==> config.mk <==
export PLATFORM = sky130hd
export DESIGN_NAME = alu_cmd_issuer
export DESIGN_NICKNAME = d
export VERILOG_FILES = /design/src/rtl/alu_cmd_issuer.sv
export SDC_FILE = /design/constraint.sdc
export NUM_CORES = 1
export LEC_CHECK = 0
export ABC_AREA = 1
export CORE_MARGIN = 2
export CORE_UTILIZATION = 50
export CTS_BUF_LIST = sky130_fd_sc_hd__clkbuf_16
export DETAILED_ROUTE_END_ITERATION = 6
export PLACE_DENSITY = 0.92
export SYNTH_ARGS = -nofsm -noshare
export SYNTH_HDL_FRONTEND = slang
export SYNTH_SLANG_ARGS = --single-unit
==> constraint.sdc <==
create_clock -name clk -period 12.81 [get_ports clk]
set_clock_uncertainty 0.1 [all_clocks]
set_input_delay 2.562 -clock clk [delete_from_list [all_inputs] [get_ports clk]]
set_output_delay 2.562 -clock clk [all_outputs]
set_load 0.02 [all_outputs]
==> src/rtl/alu_cmd_issuer.sv <==
// Command FIFO + IDLE/ISSUE/RESP sequencer that drives an external combinational ALU
// and holds each result until the consumer takes it. Optional macro: ALU_CARRY_CHAIN_EN.
module alu_cmd_issuer #(
  parameter int FIFO_DEPTH = 2
) (
  input  logic        clk,
  input  logic        rst,
  input  logic        cmd_valid,
  output logic        cmd_ready,
  input  logic [2:0]  cmd_opcode,
  input  logic [31:0] cmd_a,
  input  logic [31:0] cmd_b,
  input  logic        cmd_cin,
  input  logic        cmd_chain,
  output logic [2:0]  alu_opcode,
  output logic [31:0] alu_a,
  output logic [31:0] alu_b,
  output logic        alu_cin,
  input  logic [31:0] alu_result,
  input  logic        alu_cout,
  output logic        rsp_valid,
  input  logic        rsp_ready,
  output logic [31:0] rsp_result,
  output logic        rsp_cout,
  output logic [2:0]  rsp_opcode,
  output logic        busy
);

  localparam int AW = (FIFO_DEPTH > 1) ? $clog2(FIFO_DEPTH) : 1;
  localparam int CW = AW + 1;

  localparam logic [1:0] S_IDLE  = 2'd0;
  localparam logic [1:0] S_ISSUE = 2'd1;
  localparam logic [1:0] S_RESP  = 2'd2;

  localparam logic [2:0] OP_ADD = 3'd7;

  typedef struct packed {
    logic [2:0]  op;
    logic [31:0] a;
    logic [31:0] b;
    logic        cin;
`ifdef ALU_CARRY_CHAIN_EN
    logic        chain;
`endif
  } cmd_t;

  cmd_t            fifo_q [FIFO_DEPTH];
  cmd_t            wr_ent;
  cmd_t            head;
  logic [AW-1:0]   wr_ptr_q, wr_ptr_d;
  logic [AW-1:0]   rd_ptr_q, rd_ptr_d;
  logic [CW-1:0]   count_q, count_d;
  logic [1:0]      state_q, state_d;
  logic [31:0]     rsp_result_q, rsp_result_d;
  logic            rsp_cout_q, rsp_cout_d;
  logic [2:0]      rsp_opcode_q, rsp_opcode_d;
  logic            push, pop, issue, fifo_nonempty;

  assign wr_ent.op  = cmd_opcode;
  assign wr_ent.a   = cmd_a;
  assign wr_ent.b   = cmd_b;
  assign wr_ent.cin = cmd_cin;
`ifdef ALU_CARRY_CHAIN_EN
  assign wr_ent.chain = cmd_chain;
`else
  logic unused_chain;
  assign unused_chain = cmd_chain;
`endif

  // Readiness comes from the registered count only: a pop in the same cycle
  // does not open a slot for a full FIFO.
  assign cmd_ready     = (count_q < CW'(FIFO_DEPTH));
  assign push          = cmd_valid && cmd_ready && !rst;
  assign issue         = (state_q == S_ISSUE);
  assign pop           = issue;
  assign fifo_nonempty = (count_q != '0);
  assign head          = fifo_q[rd_ptr_q];

  always_ff @(posedge clk) begin
    if (push) fifo_q[wr_ptr_q] <= wr_ent;
  end

  always_comb begin
    wr_ptr_d = wr_ptr_q;
    rd_ptr_d = rd_ptr_q;
    count_d  = count_q;
    if (push) wr_ptr_d = wr_ptr_q + AW'(1);
    if (pop)  rd_ptr_d = rd_ptr_q + AW'(1);
    count_d = count_q + CW'(push) - CW'(pop);
  end

  always_comb begin
    state_d = state_q;
    case (state_q)
      S_IDLE:  if (fifo_nonempty) state_d = S_ISSUE;
      S_ISSUE: state_d = S_RESP;
      S_RESP:  if (rsp_ready) state_d = (fifo_nonempty || push) ? S_ISSUE : S_IDLE;
      default: state_d = S_IDLE;
    endcase
  end

  always_comb begin
    rsp_result_d = rsp_result_q;
    rsp_cout_d   = rsp_cout_q;
    rsp_opcode_d = rsp_opcode_q;
    if (issue) begin
      rsp_result_d = alu_result;
      rsp_cout_d   = alu_cout;
      rsp_opcode_d = head.op;
    end
  end

  always_ff @(posedge clk) begin
    if (rst) begin
      state_q      <= S_IDLE;
      wr_ptr_q     <= '0;
      rd_ptr_q     <= '0;
      count_q      <= '0;
      rsp_result_q <= '0;
      rsp_cout_q   <= 1'b0;
      rsp_opcode_q <= '0;
    end else begin
      state_q      <= state_d;
      wr_ptr_q     <= wr_ptr_d;
      rd_ptr_q     <= rd_ptr_d;
      count_q      <= count_d;
      rsp_result_q <= rsp_result_d;
      rsp_cout_q   <= rsp_cout_d;
      rsp_opcode_q <= rsp_opcode_d;
    end
  end

`ifdef ALU_CARRY_CHAIN_EN
  logic carry_q, carry_d;

  always_comb begin
    carry_d = carry_q;
    if (issue && head.op == OP_ADD) carry_d = alu_cout;
  end

  always_ff @(posedge clk) begin
    if (rst) carry_q <= 1'b0;
    else     carry_q <= carry_d;
  end

  assign alu_cin = issue ? ((head.op == OP_ADD && head.chain) ? carry_q : head.cin) : 1'b0;
`else
  assign alu_cin = issue ? head.cin : 1'b0;
`endif

  // ALU inputs are forced to zero whenever nothing is being issued.
  assign alu_opcode = issue ? head.op : 3'd0;
  assign alu_a      = issue ? head.a  : 32'd0;
  assign alu_b      = issue ? head.b  : 32'd0;

  assign rsp_valid  = (state_q == S_RESP);
  assign rsp_result = rsp_result_q;
  assign rsp_cout   = rsp_cout_q;
  assign rsp_opcode = rsp_opcode_q;
  assign busy       = fifo_nonempty || (state_q != S_IDLE);

endmodule

Yosys cells after proc, flatten, opt, wreduce, memory -nomap -nowiden:

Memory sizes are Yosys's and may differ from the RTL's. A register that Yosys moved wholly into a read port is not among the register bits.
Cells that the tools add are included.

* add/subtract/negate cells: 4
* order comparisons: 1
* reductions and logical operators: 9
* muxes and demuxes: 12
* equal/unequal tests: 4

Operator list (number)
* two-way mux 32 bit: 2
* two-way mux 1 bit: 6
* case mux 2 bit (3 select lines): 1
* two-way mux 2 bit: 2
* nonzero test 2 bit: 2
* two-way mux 3 bit: 1
* adder 1 bit (second input constant): 2
* adder 2 x 1 -> 2 bit: 1
* == test 2 x 1 -> 1 bit (second input constant): 1
* == test 2 bit (second input constant): 1
* logical AND 1 bit: 2
* zero test 2 bit: 1
* logical OR 1 bit: 2
* < comparator 2 bit (second input constant): 1
* != test 2 x 1 -> 1 bit (second input constant): 1
* != test 2 bit (second input constant): 1
* AND reduction 2 bit: 1
* subtractor 2 x 1 -> 2 bit: 1
* zero test 1 bit: 1

* input port bits: 106
* memories: 1
* register bits: 42
* memory bits (writable): 136

Memory list
* fifo_q: depth 2, width 68, read ports 1, clocked after memory_dff 1, wr ports 1, line 48 `cmd_t fifo_q [FIFO_DEPTH];`

Logic depth before layout (Yosys ltp):

Gate-level depths: netlist (run 1).

* depth in word-level cells: 7
* depth in mapped cells: 13
* gate-level depth less buffers: 12

Least setup slack after synthesis (run 1):

No wires, ideal clock.

* path type: input to register
* from: input port rst
* to: memory fifo_q[1][0] (netlist name) (enable)
* data arrival time: 5818 ps
* required time: 12214 ps
* path buffers: 1
* cell stages on the path: 4
* library setup time: 496 ps
* slack: 6396 ps
* cell sequence: buf_6 -> inv_2 -> nand3_1 -> nor2_1

* cells in the longest elaborated chain, start to end: 4

RTL lines
* from (decl): line 7 `input logic rst,`
* zero test 1 bit: line 74 `assign push = cmd_valid && cmd_ready && !rst;`
* logical AND 1 bit: line 74
* two-way mux 1 bit: line 81 `if (push) fifo_q[wr_ptr_q] <= wr_ent;`
* two-way mux 1 bit (not written as such): line 81
* to (decl): line 48

No other way between the ends.

Worst setup path in the final report (run 1):

* from: register state_q[1]
* to: output port alu_opcode[1]

* cells in the longest elaborated chain, start to end: 2

RTL lines
* from (decl): line 54 `logic [1:0] state_q, state_d;`
* from (signal assigned): line 124 `state_q <= state_d;`
* == test 2 x 1 -> 1 bit: line 75 `assign issue = (state_q == S_ISSUE);`
* two-way mux 3 bit: line 153 `assign alu_opcode = issue ? head.op : 3'd0;`
* to (decl): line 15 `output logic [2:0] alu_opcode,`

No other way between the ends.

==> metrics.md, run 1 <==
| Metric | Value |
|---|---|
| Die Width | between 100 and 150 um |
| H-tree level count | 4 |
| Final setup violation count | 0 |
| YS warnings | 0 |
| FMAX | 176 MHz |
| Post-synth top area share | 0.606 |
| Critical path endpoint category | output pin |
| Least-Margin Pin Slew | between 0.9 and 1 ns |
| Post-CTS Hold Buffers | 0 |
| CP arrival | ~3 ns |
| First-pass GRT wire length | between 20 and 25 mm |
| Post-route ant nets | 0 |
| Register area share after synthesis | 0.734 |
| Mean post-synth cell area | about 12 sq um |
| Combinational Power Share | 0.360 |
| Sink Count | ~180 |
| Largest net degree at the start of global routing | 70 |
| Synthesized cell area | slightly below 0.007 sq mm |
| Area growth syn-to-layout | 39.3% |
| GRT Util Overall | 0.214 |
| Initial antenna violation count | 1 |
| Detailed Place HPWL | roughly 9.5 mm |
| First-iteration detailed-routing DRC count | about 340 |
| Register bit count reported by yosys | between 150 and 200 |
| Syn_nets | between 600 and 700 |
| Initial Util | 0.511 |
| Top post-synthesis cells by area | edfxtp_1 (61%), dfxtp_1 (13%), nand2_1 (8.4%) |
| P_int | about 1200 uW |
| Final hold viol count | 0 |
| RSZ-0062 raised after global routing | false |
| Slew Limit Fails | 0 |
| Clk buf depth | 2 |
| Net Sw Power | 633 uW |
| Distinct cells, synth | 23 |
| Die Span Y | approximately 120 um |
| Setup TNS | 0 ns |
| CTS tree | built |
| Max-cap violation count | 0 |
| Vias per Instance | around 5 |
| Core Region | between 0.01 and 0.015 sq mm |
| Pleak | approximately 0.0034 uW |
| NumNets Final | 880 |
| Core Rows | 42 |
| Post-route minimum period | around 5.7 ns |
| Hold Path Class | flop to flop |
| WP data required | 10.15 ns |
| Grt ovf | 0 |
| Port bufs | roughly 210 |
| DR pass1 iterations | 4 |
| Die ar. | 0.0144 sq mm |
| CTS buffer count | 17 |
| Relative slew slack | 0.364 |
| GPL Wtd Cong | ~0.76 |
| Post-Route WL | ~15 mm |
| Crit path kind | flop to output pin |
| Routed WL per cell | 15.8 um |
| Sw Share | 0.339 |
| CP Max Fanout | between 50 and 60 |
| Sequential share of power | 0.394 |
| Remaining DRCs | 0 |
| Post-CTS sizing | 0 |
| Mapped Cells | 570 |
| Place WS | 7.31 ns |
| Clock-pin slew on the worst setup and hold paths | approximately 0.060 ns |
| Later-pin clock latency in the skew report | just over 0.4 ns |
| Ant. Diodes | 0 |
| Post-synth top area cell | edfxtp_1 |
| Layout cell share with drive strength beyond 1 | 0.0575 |
| Worst setup margin | a little over 7 ns |
| Clock share of power | 0.246 |
| Final period utilization | 0.444 |
| # IOs | about 210 |
| Post-CTS Setup Bufs | 0 |
| CP startpoint kind | flop |
| Vias | a little under 5000 |
| Max rail drop VDD | around 0.00011 V |
| Pwr dens | just under 200 mW/mm^2 |
| Outcome | complete, no violations |
| Vias in the first global route | between 4000 and 5000 |
| Clock root cell | clkbuf_16 |
[metal layers]
metal / GRT usage / vias to the layer above / part of all wire
met5: 0 / - / 0.00086
met4: 0.0868 / 2 / 0.015
met3: 0.0661 / 22 / 0.081
met2: 0.385 / 207 / 0.52
met1: 0.235 / 2347 / 0.38
li1: - / 2332 / -
[power groups by stage]
stage | clock [uW] | sequential, uW | combinational (uW)
detailed placement | 0 | 749 | 673
CTS | 467 | 737 | 677
finish | 459 | 737 | 672
floorplan | 0 | 789 | 373
global route | 492 | 744 | 728
global placement | 0 | 745 | 661
[critical path, cell delays in order (launching register included)]
cell and delay, ns:
dfxtp_1 0.39, inv_2 0.07, nand2_4 0.38, buf_4 0.60, inv_4 0.30, nand2_1 0.20, inv_1 0.06, clkdlybuf4s50_1 0.56
[kinds of logic after synthesis]
group | share of synthesized area
adders and majority gates | 0.00371
and+or+nand+nor | 0.135
xor gates and xnor gates | 0.00130
DFF | 0.734
AOI/OAI and AO/OA | 0.0793
buffers and inverters | 0.0472
[final timing paths]
path / startpoint / to / slack, ns / cells after the start
worst min-delay path: rsp_opcode[1]$_SDFFE_PP0P_ / rsp_opcode[1]$_SDFFE_PP0P_ / 0.37 / 2
worst max register to register: state_q[1]$_SDFFE_PP0P_ / count_q[1]$_SDFF_PP0_ / 9.89 / 13
worst min register to register: rsp_opcode[1]$_SDFFE_PP0P_ / rsp_opcode[1]$_SDFFE_PP0P_ / 0.37 / 2
worst max-delay path: state_q[1]$_SDFFE_PP0P_ / alu_opcode[1] / 7.12 / 7
[stage by stage]
step	utilization	area [sq um]	power (uW)	hold slack (ns)	std cells
2_1_floorplan	-	6740	1160	0.372	570
5_1_grt	0.712	9390	1960	0.394	959
3_3_place_gp	0.672	8870	1410	0.362	929
3_5_place_dp	0.672	8870	1420	0.367	929
6_report	0.712	9390	1870	0.372	959
4_1_cts	0.712	9390	1880	0.378	959
[flip-flops by register name, summed over array words and instances (netlist names), named ones only]
register / count
wr_ptr_q: 1
rd_ptr_q: 1
fifo_q: 136
rsp_cout: 1
count_q: 2
rsp_result: 32
state_q: 2
rsp_opcode: 3
[placed cells by master, fill, tap and decap left out, types with 3 or more instances in the layout]
master	instances
dfxtp_1	42
edfxtp_1	136
inv_1	13
nand2_1	151
nand2_2	3
nor2_1	77
clkinvlp_4	3
o21ai_0	32
inv_2	3
nand3_1	3
clkinv_1	4
clkbuf_16	17
clkdlybuf4s50_1	211
buf_4	5
a21oi_2	4
a21oi_1	66
[Yosys cell counts]
cell      instances
clkbuf_2          4
buf_12            1
inv_2             3
nand3_1           3
dfxtp_1          43
o21ai_0          32
inv_1            11
ha_1              2
nand2_1         151
buf_4             5
nand2_4           1
buf_6            10
a21oi_1          66
buf_2             7
nand2_2           3
clkbuf_1          5
nor2_1           79
inv_4             1
xor2_1            1
edfxtp_1        136
buf_8             1
a21oi_2           4
o21ai_2           1
[area by class of cell]
type	count	area (sq um)
Clock buffer	17	425
Timing Repair Buffer	216	2150
Tap cell	176	220
Multi-Input combinational cell	343	1490
Sequential cell	179	4950
Inverter	15	58.8
Clock inverter	13	97.6
Fill cell	889	3800
(Power assumes the default switching activity.)
==> run 2, diff against run 1 <==
Settings changed: CORE_UTILIZATION 50 to 46, PLACE_DENSITY 0.92 to 0.86.
Clock period 12.81 ns to 5.8 ns, I/O delays scaled along.
==> run 2 against run 1 <==
Effect of this change: critical path depth shrank 2; highest routed layer is now met4; setup slack worse by 5.3 ns; global-route usage down 1.6 points; first-iteration DRC count fell by 13%; combinational power increased by 120%; largest cell class unchanged; clock power is 150% higher; wire length is 1.7% higher; worst hold slack better by 0.0019 ns; core utilization shrank 5.4 points; largest power group unchanged; power up 130%; sequential cell count did not move.
==> metrics.md, run 2 (same netlist as run 1, synthesis figures left out) <==
| Metric | Value |
|---|---|
| Vias | 4788 |
| Place WS | ~1.6 ns |
| CTS tree | built |
| Setup TNS | 0 ns |
| Non-Filler Instances | around 970 |
| Pwr dens | approximately 450 mW/mm^2 |
| Max-cap violation count | 0 |
| NumNets Final | a little under 900 |
| Hold depth | 2 |
| Placed Cells incl. Taps | between 900 and 1000 |
| Post-CTS Setup Bufs | 0 |
| CP startpoint kind | flop |
| Die Span Y | 125 um |
| First-iteration detailed-routing DRC count | about 290 |
| Core Rows | between 40 and 50 |
| Post-CTS Hold Buffers | 0 |
| GPL Wtd Cong | 0.808 |
| Worst setup margin | around 1.8 ns |
| CP delay by family, top | buffers and inverters |
| Vias in the first global route | 4796 |
| Hold Path Class | flop to flop |
| Final hold viol count | 0 |
| Remaining DRCs | 0 |
| Most common cell after layout, fill and taps aside | clkdlybuf4s50_1 |
| Pleak | 0.00339 uW |
| Core Region | roughly 0.014 sq mm |
| Critical path endpoint category | output pin |
| Routed WL per cell | approximately 16 um |
| Crit path max-delay cell type | clkdlybuf4s50_1 |
| Detailed Place HPWL | 9.95 mm |
| Ant. Diodes | 0 |
| Crit path kind | flop to output pin |
| Later-pin clock latency in the skew report | 0.41 ns |
| R2R depth | 12 |
| Outcome | complete, no violations |
| Largest net degree at the start of global routing | 69 |
| Most flops, register | fifo_q |
| Vias per Instance | about 4.9 |
| Final Instance Area | ~0.0095 sq mm |
| Area growth syn-to-layout | 40.7% |
| Post-route minimum period | ~4 ns |
| RSZ-0062 raised after global routing | false |
| Layout cell share with drive strength beyond 1 | 0.0662 |
| GRT Util Overall | 0.198 |
| CTS buffer count | 17 |
| CP Max Fanout | 68 |
| Initial Util | 0.467 |
| Die ar. | 0.0156 sq mm |
| Critical-path cell list | nand2_4 > inv_4 > nand2_1 > inv_1 > clkdlybuf4s50_1 |
| Commonest cells after routing, fill and taps aside | clkdlybuf4s50_1 (211), nand2_1 (151), edfxtp_1 (136) |
| Initial antenna violation count | 0 |
| Grt ovf | 0 |
| Sink Count | about 180 |
| Die Width | between 100 and 150 um |
| Power Total | 4250 uW |
| Clk buf depth | 2 |
| Port bufs | between 200 and 250 |
| Post-CTS sizing | 0 |
| Max reg flops | 136 |
| Slew Limit Fails | 0 |
| Post-Route WL | roughly 15 mm |
| Final period utilization | 0.682 |
| Slowest stage delay, CP | 0.60 ns |
| Critical Path Stages | 5 |
| Clock-pin slew on the worst setup and hold paths | ~0.070 ns |
| WP data required | around 4.5 ns |
| Clock root cell | clkbuf_16 |
| Placed cell area | 0.00889 sq mm |
| FMAX | approximately 250 MHz |
| Number of buffers and inverters on the critical path | 3 |
| DR pass1 iterations | 4 |
| CP arrival | 2.70 ns |
| H-tree level count | 4 |
| Max rail drop VDD | 0.000401 V |
| Post-route ant nets | 0 |
| Relative slew slack | 0.397 |
| Least-Margin Pin Slew | about 0.90 ns |
| Final setup violation count | 0 |
| First-pass GRT wire length | 24.1 mm |
| # IOs | between 200 and 250 |
run 2: cell count changes in the layout (fill, tap and decap cells not counted):
cell	delta
clkinvlp_2	-1
inv_8	+2
buf_12	+1
buf_4	-1
clkinv_1	-3
inv_1	-2
bufinv_16	+1
inv_6	+5
run 2: power by group:
part | internal [uW] | switching [uW]
Combinational | 593 | 900
Sequential | 1560 | 66.6
Clock | 648 | 492
run 2: path summary, 6_finish.rpt:
| check | slack, ns | to | startpoint |
|---|---|---|---|
| hold reg to reg | 0.37 | rsp_opcode[2]$_SDFFE_PP0P_ | rsp_opcode[2]$_SDFFE_PP0P_ |
| hold / removal | 0.37 | rsp_opcode[2]$_SDFFE_PP0P_ | rsp_opcode[2]$_SDFFE_PP0P_ |
| setup reg to reg | 3.30 | count_q[1]$_SDFF_PP0_ | state_q[1]$_SDFFE_PP0P_ |
| setup / recovery | 1.84 | alu_opcode[2] | state_q[0]$_SDFFE_PP0P_ |
run 2: per-stage QoR:
stage	utilization	hold slack [ns]
after floorplan	-	0.372
after CTS	0.658	0.377
after global routing	0.658	0.391
final	0.658	0.374
after global placement	0.616	0.361
after detailed placement	0.616	0.367
run 2: final cells by class:
| cell class | count | area, sq um |
|---|---|---|
| clock buffers | 17 | 425 |
| clock inverters | 15 | 170 |
| fillers | 1085 | 4940 |
| inverters | 15 | 58.8 |
| multi-input cells | 343 | 1490 |
| flip-flops and latches | 179 | 4950 |
| well taps | 184 | 230 |
| repair buffers | 216 | 2160 |
run 2: metal layers:
metal,wire length [um],vias to the layer above,GRT usage
met5,0,-,0
met4,380,0,0.0908
met3,737,26,0.0449
met2,8240,160,0.350
met1,6070,2266,0.230
li1,-,2336,-
run 2: worst min-delay path: cells and delay by family, from the launching register on:
family          cells  cell delay (ns)
flops               1             0.31
simple gates        1             0.07
compound gates      1             0.05
